File: config.mk
export PLATFORM = sky130hd
export DESIGN_NAME = mdu_hilo_unit
export DESIGN_NICKNAME = d
export VERILOG_FILES = /design/src/rtl/mdu_pkg.sv /design/src/rtl/mdu_div_step.sv /design/src/rtl/mdu_hilo_unit.sv
export SDC_FILE = /design/constraint.sdc
export NUM_CORES = 1
export LEC_CHECK = 0
export CAP_MARGIN = 40
export CORE_ASPECT_RATIO = 1.5
export CORE_MARGIN = 2
export CORE_UTILIZATION = 53
export DETAILED_ROUTE_END_ITERATION = 6
export PLACE_DENSITY = 0.79
export SYNTH_ARGS = -nofsm -noshare
export SYNTH_HDL_FRONTEND = slang
export SYNTH_SLANG_ARGS = --single-unit
export TNS_END_PERCENT = 5
File: constraint.sdc
create_clock -name clock -period 6.4 [get_ports clock]
set_input_delay 1.92 -clock clock [delete_from_list [all_inputs] [get_ports clock]]
set_output_delay 1.92 -clock clock [all_outputs]
set_load 0.01 [all_outputs]
File: src/rtl/mdu_pkg.sv
// ---------------------------------------------------------------------------
// mdu_pkg
// Shared types and constants for the multicycle multiply/divide unit.
//   mdu_op_t    : operation encoding as presented on the op port
//   mdu_state_t : sequencer states of the unit
//   MDU_ITER    : number of CALC iterations per operation (equals WIDTH)
// ---------------------------------------------------------------------------
package mdu_pkg;

    localparam int unsigned MDU_ITER = 32;

    typedef enum logic [1:0] {
        MDU_MULT  = 2'b00,
        MDU_MULTU = 2'b01,
        MDU_DIV   = 2'b10,
        MDU_DIVU  = 2'b11
    } mdu_op_t;

    typedef enum logic [1:0] {
        IDLE,
        CALC,
        FIX,
        DONE
    } mdu_state_t;

endpackage

File: src/rtl/mdu_div_step.sv
// ---------------------------------------------------------------------------
// mdu_div_step
// One combinational restoring-division step: the partial remainder is
// shifted left by one with the next dividend bit, the divisor is trial
// subtracted, and the subtraction is kept only when it does not borrow.
//   rem      in   partial remainder (always < divisor on entry)
//   dvd_bit  in   next dividend bit, MSB first
//   divisor  in   divisor magnitude
//   rem_next out  updated partial remainder
//   q_bit    out  quotient bit produced by this step
// ---------------------------------------------------------------------------
module mdu_div_step #(
    parameter int unsigned WIDTH = 32
) (
    input  logic [WIDTH-1:0] rem,
    input  logic             dvd_bit,
    input  logic [WIDTH-1:0] divisor,
    output logic [WIDTH-1:0] rem_next,
    output logic             q_bit
);

    logic [WIDTH:0] shifted;
    logic [WIDTH:0] diff;

    always_comb begin
        shifted  = {rem, dvd_bit};
        diff     = shifted - {1'b0, divisor};
        // shifted < 2*divisor, so a borrow shows up as the MSB of diff
        q_bit    = ~diff[WIDTH];
        rem_next = q_bit ? diff[WIDTH-1:0] : shifted[WIDTH-1:0];
    end

endmodule

File: src/rtl/mdu_hilo_unit.sv
// ---------------------------------------------------------------------------
// mdu_hilo_unit
// Multicycle multiply/divide unit holding the HI/LO register pair of the
// multicycle MIPS datapath. Signed operations work on magnitudes and fix
// the sign in the FIX state. Multiply is shift-add, divide is restoring;
// both share one 2*WIDTH working register.
//
// Ports:
//   clock    in   system clock, rising edge
//   reset    in   asynchronous, active-high reset
//   start    in   launch pulse, sampled only in IDLE
//   op       in   00 MULT, 01 MULTU, 10 DIV, 11 DIVU
//   a, b     in   rs / rt operands
//   hi_we    in   MTHI write enable (IDLE only, start has priority)
//   lo_we    in   MTLO write enable (IDLE only, start has priority)
//   wdata    in   MTHI/MTLO data
//   busy     out  high in CALC and FIX
//   done     out  one-cycle pulse; HI/LO already hold the result
//   div_zero out  sticky: last divide had b == 0; cleared on next start
//   hi, lo   out  HI / LO registers
//
// Build option:
//   MDU_EARLY_TERM_EN - multiply leaves CALC once the unconsumed multiplier
//   bits are all zero (at least one CALC cycle); the product is realigned
//   in FIX. Division timing is unaffected.
// ---------------------------------------------------------------------------
module mdu_hilo_unit
    import mdu_pkg::*;
#(
    parameter int unsigned WIDTH = 32,
    parameter int unsigned ITER  = MDU_ITER
) (
    input  logic             clock,
    input  logic             reset,
    input  logic             start,
    input  logic [1:0]       op,
    input  logic [WIDTH-1:0] a,
    input  logic [WIDTH-1:0] b,
    input  logic             hi_we,
    input  logic             lo_we,
    input  logic [WIDTH-1:0] wdata,
    output logic             busy,
    output logic             done,
    output logic             div_zero,
    output logic [WIDTH-1:0] hi,
    output logic [WIDTH-1:0] lo
);

    localparam int unsigned      CNT_W    = $clog2(ITER);
    localparam logic [CNT_W-1:0] LAST_CNT = CNT_W'(ITER - 1);

    mdu_state_t         state;
    mdu_state_t         state_nx;
    logic [CNT_W-1:0]   cnt;
    logic [2*WIDTH-1:0] acc;       // mult: {acc, multiplier}; div: {rem, dividend/quotient}
    logic [WIDTH-1:0]   opnd;      // mult: multiplicand magnitude; div: divisor magnitude
    logic               is_div_q;
    logic               neg_res;   // negate product or quotient
    logic               neg_rem;   // negate remainder

    // -----------------------------------------------------------------------
    // Operand decode for the launch cycle
    // -----------------------------------------------------------------------
    mdu_op_t            op_in;
    logic               in_div;
    logic               in_signed;
    logic               a_neg;
    logic               b_neg;
    logic [WIDTH-1:0]   a_mag;
    logic [WIDTH-1:0]   b_mag;
    logic               accept;
    logic               div_by_zero;

    always_comb begin
        op_in     = mdu_op_t'(op);
        in_div    = 1'b0;
        in_signed = 1'b0;
        case (op_in)
            MDU_MULT:  in_signed = 1'b1;
            MDU_MULTU: in_signed = 1'b0;
            MDU_DIV: begin
                in_div    = 1'b1;
                in_signed = 1'b1;
            end
            MDU_DIVU:  in_div = 1'b1;
            default: begin
                in_div    = 1'b0;
                in_signed = 1'b0;
            end
        endcase
        a_neg       = in_signed & a[WIDTH-1];
        b_neg       = in_signed & b[WIDTH-1];
        a_mag       = a_neg ? -a : a;
        b_mag       = b_neg ? -b : b;
        accept      = (state == IDLE) && start;
        div_by_zero = in_div && (b == '0);
    end

    // -----------------------------------------------------------------------
    // One CALC iteration
    // -----------------------------------------------------------------------
    logic [WIDTH:0]     mul_sum;
    logic [2*WIDTH-1:0] mul_next;
    logic [2*WIDTH-1:0] div_next;
    logic [2*WIDTH-1:0] step_next;
    logic [WIDTH-1:0]   div_rem;
    logic               div_qbit;

    mdu_div_step #(
        .WIDTH (WIDTH)
    ) u_div_step (
        .rem      (acc[2*WIDTH-1:WIDTH]),
        .dvd_bit  (acc[WIDTH-1]),
        .divisor  (opnd),
        .rem_next (div_rem),
        .q_bit    (div_qbit)
    );

    always_comb begin
        mul_sum   = {1'b0, acc[2*WIDTH-1:WIDTH]} + (acc[0] ? {1'b0, opnd} : '0);
        // shift {carry, sum, multiplier} right by one
        mul_next  = {mul_sum, acc[WIDTH-1:1]};
        // quotient bits enter at the bottom as dividend bits leave the top
        div_next  = {div_rem, acc[WIDTH-2:0], div_qbit};
        step_next = is_div_q ? div_next : mul_next;
    end

    // -----------------------------------------------------------------------
    // CALC exit condition and product alignment
    // -----------------------------------------------------------------------
    logic               calc_exit;
    logic [2*WIDTH-1:0] prod_mag;

`ifdef MDU_EARLY_TERM_EN
    localparam int unsigned CNT_W1 = CNT_W + 1;
    logic [WIDTH-1:0] pending_mask;

    always_comb begin
        // after step cnt, the low WIDTH-cnt-1 bits still hold unused multiplier bits
        pending_mask = {WIDTH{1'b1}} >> ({1'b0, cnt} + CNT_W1'(1));
        calc_exit    = (cnt == LAST_CNT) ||
                       (!is_div_q && ((step_next[WIDTH-1:0] & pending_mask) == '0));
        // skipped iterations would only have shifted zeros in from the top
        prod_mag     = acc >> (LAST_CNT - cnt);
    end
`else
    always_comb begin
        calc_exit = (cnt == LAST_CNT);
        prod_mag  = acc;
    end
`endif

    // -----------------------------------------------------------------------
    // Sign correction applied in FIX
    // -----------------------------------------------------------------------
    logic [2*WIDTH-1:0] prod_res;
    logic [WIDTH-1:0]   quot_res;
    logic [WIDTH-1:0]   rem_res;
    logic [WIDTH-1:0]   fix_hi;
    logic [WIDTH-1:0]   fix_lo;

    always_comb begin
        prod_res = neg_res ? -prod_mag : prod_mag;
        quot_res = neg_res ? -acc[WIDTH-1:0] : acc[WIDTH-1:0];
        rem_res  = neg_rem ? -acc[2*WIDTH-1:WIDTH] : acc[2*WIDTH-1:WIDTH];
        if (is_div_q) begin
            fix_hi = rem_res;
            fix_lo = quot_res;
        end else begin
            fix_hi = prod_res[2*WIDTH-1:WIDTH];
            fix_lo = prod_res[WIDTH-1:0];
        end
    end

    // -----------------------------------------------------------------------
    // Sequencer
    // -----------------------------------------------------------------------
    always_ff @(posedge clock or posedge reset) begin
        if (reset) begin
            state <= IDLE;
        end else begin
            state <= state_nx;
        end
    end

    always_comb begin
        state_nx = state;
        case (state)
            IDLE:    if (start) state_nx = div_by_zero ? DONE : CALC;
            CALC:    if (calc_exit) state_nx = FIX;
            FIX:     state_nx = DONE;
            DONE:    state_nx = IDLE;
            default: state_nx = IDLE;
        endcase
    end

    always_comb begin
        busy = (state == CALC) || (state == FIX);
        done = (state == DONE);
    end

    // -----------------------------------------------------------------------
    // Datapath and HI/LO registers
    // -----------------------------------------------------------------------
    always_ff @(posedge clock or posedge reset) begin
        if (reset) begin
            cnt      <= '0;
            acc      <= '0;
            opnd     <= '0;
            is_div_q <= 1'b0;
            neg_res  <= 1'b0;
            neg_rem  <= 1'b0;
            div_zero <= 1'b0;
            hi       <= '0;
            lo       <= '0;
        end else begin
            case (state)
                IDLE: begin
                    if (accept) begin
                        cnt      <= '0;
                        is_div_q <= in_div;
                        neg_res  <= a_neg ^ b_neg;
                        neg_rem  <= a_neg;
                        div_zero <= div_by_zero;
                        if (in_div) begin
                            acc  <= {{WIDTH{1'b0}}, a_mag};
                            opnd <= b_mag;
                        end else begin
                            acc  <= {{WIDTH{1'b0}}, b_mag};
                            opnd <= a_mag;
                        end
                        if (div_by_zero) begin
                            hi <= a;
                            lo <= '1;
                        end
                    end else begin
                        if (hi_we) hi <= wdata;
                        if (lo_we) lo <= wdata;
                    end
                end
                CALC: begin
                    acc <= step_next;
                    if (!calc_exit) cnt <= cnt + CNT_W'(1);
                end
                FIX: begin
                    hi <= fix_hi;
                    lo <= fix_lo;
                end
                default: begin
                end
            endcase
        end
    end

endmodule
# [Word-level counts from Yosys, hierarchy flattened]
# Cells that the tools add are included.
[word_totals] regBits=171 output_inout_bits=67 word_cells=82 input_bits=103
[classes] n_reduce_logical=16 n_eq_ne=13 bitwise=4 add_sub_neg=8 muxes=31
[ops] operator="$mux W32" count=16
[ops] operator="$mux W64" count=3
[ops] operator="$neg A32 Y32" count=4
[ops] operator="$pmux W32 S2" count=2
[ops] operator="$pmux W64 S2" count=1
[ops] operator="$neg A64 Y64" count=1
[ops] operator="$add A32 B32 Y33" count=1
[ops] operator="$sub A33 B32 Y33" count=1
[ops] operator="$logic_not A32 Y1" count=1
[ops] operator="$mux W5" count=2
[ops] operator="$pmux W5 S2" count=1
[ops] operator="$ne A3 B3 Y1 const B" count=3
[ops] operator="$reduce_and A3 Y1" count=3
[ops] operator="$eq A2 B2 Y1 const B" count=4
[ops] operator="$ne A2 B2 Y1 const B" count=4
[ops] operator="$pmux W2 S4" count=1
[ops] operator="$mux W2" count=3
[ops] operator="$reduce_and A2 Y1" count=3
[ops] operator="$add A5 B1 Y5 const B" count=1
[ops] operator="$eq A5 B5 Y1 const B" count=1
[ops] operator="$logic_not A2 Y1" count=2
[ops] operator="$reduce_bool A2 Y1" count=2
[ops] operator="$reduce_or A2 Y1" count=2
[ops] operator="$and A1 B1 Y1" count=2
[ops] operator="other kinds (6)" count=8

# [Longest topological paths before layout]
# Gate-level depths: netlist of run 1.
[depth] word_depth=8 ltp_mapped=14 depth_no_buf=13

# [Cells and area by module]
# From an unflattened synthesis of run 1, not the netlist that was laid out.
[hier_totals] hier_cells=2034 hier_area_um2=15733.8
[modules_own_cells] mod="mdu_hilo_unit" area_per_inst_um2=13375.3 cells_per_inst=1729 seq_area_each_um2=4279.1 n_inst=1
[modules_own_cells] mod="mdu_div_step" area_per_inst_um2=2358.5 cells_per_inst=305 seq_area_each_um2=0.0 n_inst=1

# [Worst setup path before layout of run 1]
# No wires, ideal clock.
[synth_timing] path_kind="in2reg" start="input b[13]" end="register lo[1]" arrival_time_ns=4.528 required_time_ns=6.275 slack_ns=1.747 cell_stages=9 n_path_buf=1 setup_ns=0.125 path_cell_list="or4_4 -> or3_4 -> nor4_4 -> nor3b_4 -> nand4b_1 -> or2_4 -> a31oi_4 -> buf_6 -> mux2_2"
[synth_between] elab_chain_len=4
[synth_lines] element="start, declared" line_no="mdu_hilo_unit.sv:38" source="input logic [WIDTH-1:0] b,"
[synth_lines] element="$logic_not A32 Y1" line_no="mdu_hilo_unit.sv:96" source="div_by_zero = in_div && (b == '0);"
[synth_lines] element="$logic_and A1 B1 Y1" line_no="mdu_hilo_unit.sv:96"
[synth_lines] element="$ne A3 B3 Y1 (no source line)"
[synth_lines] element="$reduce_and A3 Y1 (no source line)"
[synth_lines] element="end signal, assigned" line_no="mdu_hilo_unit.sv:238" source="if (lo_we) lo <= wdata;"
[synth_lines] element="end signal, assigned" line_no="mdu_hilo_unit.sv:247" source="lo <= fix_lo;"
[synth_lines] element="end, declared" line_no="mdu_hilo_unit.sv:46" source="output logic [WIDTH-1:0] lo"
# No other way between the ends.
# A chain may end at the register's enable or synchronous reset.

# [Worst setup path after layout of run 1]
[layout_timing] start="input b[11]" end="register lo[2]"
# Same word-level chain as after synthesis.

==> results of run 1 <==
-- kinds of logic after synthesis --
family / count (synthesis) / synth area share (%)
AOI/OAI and AO/OA: 699 / 26.8
xor gates and xnor gates: 167 / 9.36
adders and majority gates: 76 / 6.18
buffers and inverters: 208 / 5.40
DFF: 171 / 27.4
muxes: 79 / 5.48
and+or+nand+nor: 667 / 19.4
-- cells in the mapped netlist (all sizes together) (5+ instances only) --
master and count:
nor4 14, nor3b 6, nand4 15, xor2 91, nor2b 14, clkbuf 118
nor2 174, a21boi 6, o21a 12, a211o 5, mux2i 26, ha 74
o221ai 8, a211oi 22, o22ai 6, a31oi 23, nand2 265, or4 8
nand4b 5, o41ai 12, a21oi 251, o211ai 31, xnor2 76, buf 18
or3 12, mux2 53, o21ai 201, o31ai 24, nand2b 21, inv 72
and2 9, nand3 36, a21o 27, and3 5, nor3 70, a22oi 29
dfrtp 171
-- report_power, final --
group          total [mW]  switching, mW  internal, mW
clock                1.12          0.499         0.620
combinational        6.02           3.65          2.36
sequential           2.11          0.551          1.56
-- worst paths after layout --
kind	from	to	slack [ns]
max	b[11]	lo[2]	1.18
max reg2reg	acc[0]	acc[60]	1.84
max in group asynchronous	reset	is_div_q	3.36
min	hi[23]	hi[23]	0.48
min in group asynchronous	reset	lo[24]	1.94
min reg2reg	hi[23]	hi[23]	0.48
-- registers in the layout, summed over array words and instances (netlist names) --
signal	flops
acc	64
cnt	5
div_zero	1
hi	32
is_div_q	1
lo	32
neg_rem	1
neg_res	1
opnd	32
state	2
-- metrics by stage --
| stage | std cells | setup slack [ns] | cell area [µm²] | util (%) | total power, mW |
|---|---|---|---|---|---|
| 3_3_place_gp | 2523 | 0.875 | 17500 | 59.8 | 7.78 |
| 5_1_grt | 2560 | 1.10 | 18200 | 62.3 | 9.78 |
| 4_1_cts | 2558 | 1.26 | 18200 | 62.2 | 9.06 |
| 6_report | 2560 | 1.18 | 18200 | 62.3 | 9.24 |
| 2_1_floorplan | 2067 | 1.75 | 15600 | - | 5.96 |
| 3_5_place_dp | 2527 | 0.777 | 17600 | 60.1 | 7.94 |
-- layer usage --
layer | wire, µm | part of all wire [%] | GRT usage, %
met1 | 20900 | 34 | 41.8
met2 | 30400 | 49 | 67.1
met5 | 0 | 0 | 0
met3 | 4180 | 6.8 | 6.95
met4 | 6460 | 10 | 33.7
-- area by class of cell --
| class | count | area [µm²] | area share (%) |
|---|---|---|---|
| inverter | 72 | 274 | 1.50 |
| sequential | 171 | 4280 | 23.5 |
| tap | 395 | 494 | 2.71 |
| timing repair buffer | 203 | 2030 | 11.1 |
| clock inverter | 14 | 183 | 1.00 |
| multi-input combinational | 1688 | 10500 | 57.9 |
| clock buffer | 17 | 425 | 2.33 |
-- worst min-delay path, cell delays in order (launching register included) --
cell,delay (ns)
dfrtp_1,0.34
nand2_1,0.05
o21ai_1,0.06
==> reports/qor.yml, run 1 <==
yosys.area.top_type: "dfrtp_1"
io_pins: 170
cts_tree: "built"
cp_num_buf_inv: 2
wl_per_cell_um: 24.2
cp.depth: 10
post_cts_buffers: 0
critPathKind: "in2reg"
crit_chain: "clkdlybuf4s50_1 -> or4_4 -> or3_4 -> nor4_4 -> nor3b_4 -> nand4b_1 -> or2_4 -> a31oi_4 -> buf_4 -> mux2_2"
grt_pass1_wl_um: 91500
tightest_slew_ns: 0.951
dieArea_mm2: 0.0309
syn2layout_area_growth_pct: 16.7
ys_async_sr_fraction_pct: 100
synthDistinctLibCells: 74
rsz0062_at_grt: "no"
synth_ff_type: "dfrtp_1"
cts_buffers: 17
cts_hold_buf: 0
grt_usage_pct: 39.6
rr_worst_depth: 15
slowest_delay_ns: 0.59
cp_slowest_cell: "or4_4"
synth_nets: 2246
period_share_pct: 81.6
drtPass1Iterations: 6
max_slew_margin_pct: 36.4
finalCriticalPeriod_ns: 5.22
cts_resized: 0
die_w_um: 144
status: "completed"
hold_viol_final: 0
cpLargestDelayFamily: "simple AND/OR/NAND/NOR gates"
finalWirelength_um: 61900
synth_top_area_share_pct: 27.4
syn_avg_cell_area_um2: 7.56
crit_fanout: 32
synth_warnings: 0
vdd_ir_drop_max_mv: 0.260
n_fill_cell: 2705
vias: 16700
antenna_found_initial: 0
gp_congestion: 1.01
end_kind: "flip-flop"
power_density_mw_per_mm2: 507
insertedDiodeCount: 0
clkTransAtPathRegs_ns: 0.07
setup_viol: 0
critPathLaunchType: "input pin"
mostFrequentLayoutCells: "264 x nand2_1, 251 x a21oi_1, 173 x nor2_1"
io_buffer_count: 169
cts_buffer_depth: 2
cts_sinks: 171
syn_inst: 2067
dpl.hpwl_um: 48200
cts-root-buf: "clkbuf_16"
setup_tns_ns: 0
hold_depth: 2
finalNetCount: 2332
final_common_cell: "nand2_1"
rows: 77
drcViolationCount: 0
synth_area_leaders: "dfrtp_1 27%, a21oi_1 8.0%, nand2_1 6.4%"
viasPerCell: 6.52
hold_class: "reg2reg"
grt_pass1_vias: 15700
cp.arrival_ns: 5.57
hold_slack_ns: 0.484
worst_ep_required_time_ns: 6.75
seq_area_frac_synth_pct: 27.4
drive_gt1_share_pct: 6.37
synth_edf_count: 0
initial_core_util_pct: 53.4
insertion_delay_ns: 0.46
synth-seq-cells: 171
core_area_mm2: 0.0293
htreeDepth: 4
fmax_ghz: 0.192
overflow: 0
grt_max_degree: 110
maxCapViolCount: 0
detail_route.iter0.violations: 1805
fin_worst_skew_ns: 0.0107
syn-cell-area_mm2: 0.0156
leakage_nw: 7.70
slew_viol_final: 0
dieHeight_um: 214
ant_nets: 0
No activity file was read; power rests on OpenSTA's default activity.
==> inputs of run 2 (changes only) <==
Settings changed: CORE_UTILIZATION 53 to 59, PLACE_DENSITY 0.79 to 0.83.
Clock period 6.4 ns to 4.85 ns, I/O delays scaled along.
==> run 2 against run 1 <==
Effect of this change: register-to-register slack got worse by 1.2 ns; count of clock-buffer cells in the layout rose by 5; non-clock buffer count rose by 20; wire length rose by 2.2%; sequential power rose by 32%; critical path type unchanged; critical endpoint is now lo[9]; largest cell class unchanged.
==> reports/qor.yml, run 2 (same netlist as run 1, synthesis figures left out) <==
cts_hold_buf: 0
critPathKind: "in2reg"
max_slew_margin_pct: 37.6
internal_power_mw: 6.04
worst_ep_required_time_ns: 5.19
crit_fanout: 32
r2r_slack_ns: 0.65
cts_resized: 0
clkTransAtPathRegs_ns: 0.07
hold_class: "reg2reg"
seqCellArea_mm2: 0.00428
initial_core_util_pct: 59.4
wl_per_cell_um: 25.1
mostFrequentLayoutCells: "264 x nand2_1, 251 x a21oi_1, 173 x nor2_1"
rr_endpoint: "acc[61]"
cp.arrival_ns: 4.72
clockPowerShare_pct: 11.6
r2r_start: "acc[31]"
cts_sinks: 171
p_sw_share_pct: 51.2
post_cts_buffers: 0
antenna_found_initial: 1
grt_pass1_wl_um: 93900
tightest_slew_ns: 0.928
dieHeight_um: 203
finalNetCount: 2352
slowest_delay_ns: 0.58
maxCapViolCount: 0
drcViolationCount: 0
power.net_switching_mw: 6.33
drtPass1Iterations: 6
grt_max_degree: 87
htreeDepth: 4
period_share_pct: 90.3
largest_register_ffs: 64
rr_worst_depth: 13
die_w_um: 137
cp_num_buf_inv: 2
cts-root-buf: "clkbuf_16"
vdd_ir_drop_max_mv: 0.471
rows: 73
ant_nets: 0
cts_buffers: 17
n_fill_cell: 2207
cp.depth: 10
syn2layout_area_growth_pct: 17.1
io_buffer_count: 169
regMostFlops: "acc"
p_seq_share_pct: 22.6
power_density_mw_per_mm2: 676
final_common_cell: "nand2_1"
gp_congestion: 1.06
cp-endpoint: "lo[9]"
hold_slack_ns: 0.489
setup_viol: 0
setup_tns_ns: 0
grt_pass1_vias: 16300
vias: 17000
critPathLaunchType: "input pin"
cp_slowest_cell: "or4_4"
dieArea_mm2: 0.0278
status: "completed"
finalWirelength_um: 63300
combPwrFrac_pct: 65.8
detail_route.iter0.violations: 1923
fin_worst_skew_ns: 0.0127
utilization_pct: 69.6
hold_viol_final: 0
startpoint: "b[11]"
overflow: 0
crit_chain: "clkdlybuf4s50_1 -> or4_4 -> or3_4 -> nor4_4 -> nor3b_4 -> nand4b_1 -> or2_4 -> a31oi_4 -> buf_12 -> mux2_2"
viasPerCell: 6.75
multiInputGateArea_mm2: 0.0105
finalCriticalPeriod_ns: 4.38
cpLargestDelayFamily: "simple AND/OR/NAND/NOR gates"
slew_viol_final: 0
grt_usage_pct: 45.2
fmax_ghz: 0.228
cts_buffer_depth: 2
rsz0062_at_grt: "no"
io_pins: 170
leakage_nw: 7.80
insertion_delay_ns: 0.47
drive_gt1_share_pct: 7.19
end_kind: "flip-flop"
cts_tree: "built"
core_area_mm2: 0.0263
dpl.hpwl_um: 48500
[run 2: per-stage QoR]
stage                     setup WS, ns  std cells  total power, mW  instance area (µm²)
after CTS                        0.513       2522             12.0                18300
after global routing             0.422       2522             13.0                18300
final                            0.472       2523             12.4                18300
after global placement           0.140       2488             10.4                17700
after floorplan                  0.662       2067             7.87                15600
after detailed placement        0.0469       2491             10.6                17700
[run 2: worst min path at each step]
stage | end | from | slack [ns] | cells past startpoint
finish | hi[14] | hi[14] | 0.49 | 2
global route | hi[14] | hi[14] | 0.51 | 2
CTS | hi[14] | hi[14] | 0.49 | 2
detailed placement | hi[14] | hi[14] | 0.48 | 2
global placement | opnd[4] | opnd[4] | 0.47 | 2
floorplan | opnd[26] | opnd[26] | 0.45 | 2
[run 2: area by class of cell]
class / instances / area share (%)
tap: 337 / 2.30
timing repair buffer: 223 / 11.9
inverter: 72 / 1.50
multi-input combinational: 1688 / 57.6
clock buffer: 22 / 2.65
antenna: 1 / 0.0137
clock inverter: 9 / 0.608
sequential: 171 / 23.4
[run 2: power by group through the flow]
stage	sequential, mW	clock [mW]	combinational [mW]
2_1_floorplan	2.56	0	5.30
3_3_place_gp	2.75	0	7.62
3_5_place_dp	2.78	0	7.82
4_1_cts	2.75	1.42	7.87
5_1_grt	2.83	1.48	8.69
6_report	2.79	1.44	8.13
[run 2: worst min-delay path, stage by stage, from the launching register on]
cell and delay (ns):
dfrtp_1 0.34, nand2_1 0.05, o21ai_1 0.06
[run 2: per-layer routing]
metal  vias up  wire (µm)  track usage (%)  part of all wire (%)
li1       7619          -                -                     -
met1      7867      20700             47.9                    33
met2      1150      29500             73.5                    47
met3       400       5590             9.17                   8.8
met4         2       7540             43.2                    12
met5         -         14            0.185                 0.022
==> patch 1: new RTL, flow settings as in run 1 <==
The package constant `MDU_ITER` goes from 32 to 64.
--- a/src/rtl/mdu_pkg.sv
+++ b/src/rtl/mdu_pkg.sv
@@ -7,7 +7,7 @@
 // ---------------------------------------------------------------------------
 package mdu_pkg;
 
-    localparam int unsigned MDU_ITER = 32;
+    localparam int unsigned MDU_ITER = 64;
 
     typedef enum logic [1:0] {
         MDU_MULT  = 2'b00,
Check against the original RTL: not settled (the Yosys comparison gave no result); the edit may change what the design does.
==> patch 1 against run 1 <==
Synthesized area down 2.3%; cell area down 2.5%; setup slack worse by 0.056 ns; total power up 7.7%; sequential cell count up 1; clock power down 9%; wire length down 8.3%; clock skew up 0.0040 ns; critical path type unchanged; highest routed layer unchanged.
==> patch 1: results (changes against run 1) <==
Synth top cells by count - 291 x nand2_1, 249 x o21ai_0, 214 x a21oi_1, 172 x dfrtp_1, 159 x nor2_1
Clock buffer depth - 2 (unchanged)
Net Count, Synth - 2202 (-2.0%)
Vias per Instance - 6.43 (-1.4%)
R2R Setup Slk - 1.91 ns (+0.07 ns)
Worst Skew - 0.0147 ns (+0.00400 ns)
Worst hold path class - flip-flop to flip-flop
Root Driver - clkbuf_16
GP Congestion - 1.02 (+0.79%)
Num Clock Sinks - 172 (+0.58%)
Outcome - complete, no violations
Post-DP HPWL - 44.2 mm (-8.2%)
Reg-to-Reg End - acc[41]
Min-Delay Startpoint - lo[31]
Clock latency on the worst-skew pair - 0.48 ns (+0.02 ns)
Worst-Margin Slew - 0.994 ns (+0.0424 ns)
Critical-path top delay cell - or4_1
Leak - 0.00769 uW (about the same)
Gr usage total - 37.6% (-2.0 points)
Clock Power - 1020 uW (-9%)
Arrival @ worst endpoint - 5.62 ns (+0.05 ns)
Crit-path max cell delay - 0.60 ns
Hold-critical path depth - 2 (unchanged)
Initial DRC count - 1431 (-21%)
Sequential element share of the synthesized area - 28.2% (+0.81 points)
First-pass GRT wire length - 86.5 mm (-5.4%)
Clock transition at path regs - 0.07 ns (about the same)
Postcts setup bufs - 0 (unchanged)
Place WS - 0.619 ns (-0.159 ns)
Synth top area cells - dfrtp_1 28%, o21ai_0 8.2%, nand2_1 7.2%
WL final - 56.8 mm (-8.3%)
Layout cells sized above 1 - 4.64% (-1.7 points)
Sw power - 5210 uW (+11%)
Max rail drop VDD - 0.000319 V (+23%)
Post-DP Area - 0.0172 sq mm (-2.3%)
Netlist cell types - 76 (+2.7%)
Final nets - 2297 (-1.5%)
Largest net degree at the start of global routing - 173 (+57%)
Reg2reg start - acc[31]
Sequential power - 2230 uW (+6%)
Critical Path Fanout Max - 62 (+94%)
Hold worst-path end - lo[31]
Vias in the first global route - 15300 (-2.8%)
Total CTS buffers - 17 (unchanged)
patch 1: worst max path at each step:
stage          slack, ns  cells after the start     end   from
2_1_floorplan       1.70                     11  hi[23]  b[13]
3_3_place_gp        0.68                     10  hi[13]  b[11]
3_5_place_dp        0.62                     10  lo[17]  b[11]
4_1_cts             1.10                     10  lo[17]  b[11]
5_1_grt             0.95                     10  hi[11]  b[11]
6_report            1.13                     11  hi[12]  b[11]
patch 1: tightest hold or removal path, cell delays in order (launching register included):
cell and delay [ns]:
dfrtp_1 0.34, nand2_1 0.04, o21ai_0 0.06
patch 1: metal layers:
metal | part of all wire, % | GRT usage (%)
met1 | 36 | 42.4
met2 | 50 | 65.4
met3 | 6.3 | 5.75
met5 | 0 | 0
met4 | 7.4 | 24.5
patch 1: final cells by class:
cell class	count	area, sq um
flip-flops and latches	172	4310
fillers	2573	10800
clock buffers	18	429
well taps	351	439
repair buffers	196	1930
clock inverters	14	126
inverters	71	270
multi-input cells	1661	10300
patch 1: logic make-up (layout without fill, tap and decap cells):
| logic type | Yosys count | in the layout | share of synthesized area (%) |
|---|---|---|---|
| adders and majority gates | 75 | 75 | 6.24 |
| and+or+nand+nor | 648 | 648 | 19.2 |
| xor gates and xnor gates | 175 | 175 | 10.0 |
| DFF | 172 | 172 | 28.2 |
| muxes | 61 | 61 | 4.11 |
| AOI/OAI and AO/OA | 702 | 702 | 27.4 |
| buffers and inverters | 191 | 299 | 4.79 |
patch 1: per-stage QoR:
stage / hold slack, ns / instances / power (uW) / utilization (%)
detailed placement: 0.470 / 2450 / 8760 / 60.3
finish: 0.480 / 2483 / 9950 / 62.3
global placement: 0.460 / 2447 / 8580 / 60.1
global route: 0.502 / 2483 / 10600 / 62.3
floorplan: 0.450 / 2024 / 6600 / -
CTS: 0.485 / 2482 / 9800 / 62.2
==> patch 2: new RTL, config.mk and constraints of run 1 <==
Without the edit above. Register the output `done`, cleared by the reset; this adds one clock of latency there. The other outputs are not delayed to match. Comments in the files are not updated.
--- a/src/rtl/mdu_hilo_unit.sv
+++ b/src/rtl/mdu_hilo_unit.sv
@@ -49,6 +49,8 @@
     localparam int unsigned      CNT_W    = $clog2(ITER);
     localparam logic [CNT_W-1:0] LAST_CNT = CNT_W'(ITER - 1);
 
+    logic done_d;
+
     mdu_state_t         state;
     mdu_state_t         state_nx;
     logic [CNT_W-1:0]   cnt;
@@ -196,7 +198,7 @@
 
     always_comb begin
         busy = (state == CALC) || (state == FIX);
-        done = (state == DONE);
+        done_d = (state == DONE);
     end
 
     // -----------------------------------------------------------------------
@@ -252,4 +254,12 @@
         end
     end
 
+    always_ff @(posedge clock or posedge reset) begin
+        if (reset) begin
+            done <= '0;
+        end else begin
+            done <= done_d;
+        end
+    end
+
 endmodule
Function: changed (Yosys sat finds a counterexample within 4 cycles, from zero or initial values and one cycle with reset high).
==> patch 2 against run 1 <==
The flow now finishes with violations (DRC); cell count stayed put; cell area is 0.12% higher; synthesized cell count hardly changed; critical endpoint is now lo[17]; critical path type unchanged; synthesized area is 0.16% higher; wire length is 0.79% higher; setup slack better by 0.0027 ns; total power is 0.71% higher; maximum frequency hardly changed; sequential cell count is 1 higher; via count is 0.69% lower; largest power group unchanged.
==> patch 2: results (changes against run 1) <==
Worst-Margin Slew - 0.987 ns (+0.0354 ns)
Worst R2R Path Depth - 13 (-2)
Initial DRC count - 1554 (-14%)
Net Count, Synth - 2247 (+0.045%)
Leak - 0.00771 uW (+0.19%)
Met3 Use GR - 6.79% (-0.16 points)
Seq cells - 172 (+0.58%)
Synth top cells by count - 265 x nand2_1, 251 x a21oi_1, 174 x nor2_1, 172 x dfrtp_1, 171 x o21ai_0
Hold worst-path end - lo[0]
Met3 WL - 4.11 mm (-1.7%)
XOR/XNOR Fraction of Synth Area - 9.34% (-0.015 points)
Worst Skew - 0.0122 ns (+0.00146 ns)
GR Layer Usage met2 - 66.5% (-0.67 points)
Fill count - 2707 (+0.074%)
Area share of fa/ha/maj cells after synthesis - 6.17% (-0.0099 points)
Min-Delay Startpoint - lo[0]
Non-clock buffers - 202 (-0.49%)
Register area - 0.00431 sq mm (+0.58%)
Arrival @ worst endpoint - 5.55 ns (-0.02 ns)
First-pass GRT wire length - 92.7 mm (+1.3%)
Reg-to-Reg End - acc[51]
Layout cells sized above 1 - 6.33% (-0.046 points)
Routed wire length on met2 - 30.0 mm (-1.4%)
DRC - 10 (+10)
Gr usage total - 40.2% (+0.62 points)
Fraction of cell area in non-clock buffers - 10.8% (-0.30 points)
WL met1 - 20.8 mm (-0.27%)
Vias in the first global route - 15900 (+1.2%)
Mux share of post-synthesis cell area - 5.48% (-0.0088 points)
Post-Place Cells - 2526 (-0.040%)
Max rail drop VDD - 0.000380 V (+46%)
Outcome - finished with violations
R2R Setup Slk - 1.77 ns (-0.07 ns)
Final instance area - 0.0183 sq mm (+0.12%)
Drt first pass iters - 7 (+1)
DR WL/cell - 24.4 um (+0.79%)
Synth top area cells - dfrtp_1 27%, a21oi_1 8.0%, nand2_1 6.4%
Sequential element share of the synthesized area - 27.5% (+0.12 points)
GP Congestion - 0.998 (-1.5%)
Vias per Instance - 6.48 (-0.69%)
Failing checks - DRC
Post-DP HPWL - 48.6 mm (+0.82%)
[patch 2: changes by cell type in the layout (fill, tap and decap cells not counted)]
cell / change
inv_6: -3
clkinvlp_4: -1
buf_12: +1
buf_16: -3
buf_4: -2
dfrtp_1: +1
buf_2: +2
inv_8: +2
bufinv_16: +2
buf_8: +1
[patch 2: worst max path at each step]
| stage | from | end | slack (ns) | depth (start not counted) |
|---|---|---|---|---|
| detailed placement | b[11] | lo[17] | 0.78 | 10 |
| CTS | b[11] | lo[17] | 1.25 | 10 |
| floorplan | b[13] | lo[1] | 1.75 | 9 |
| finish | b[11] | lo[17] | 1.18 | 10 |
| global route | b[11] | lo[24] | 1.09 | 10 |
| global placement | b[11] | lo[20] | 0.87 | 10 |
[patch 2: where the power goes]
group	internal (uW)	total, uW	switching, uW
combinational	2340	5990	3650
sequential	1570	2120	551
clock	701	1200	498
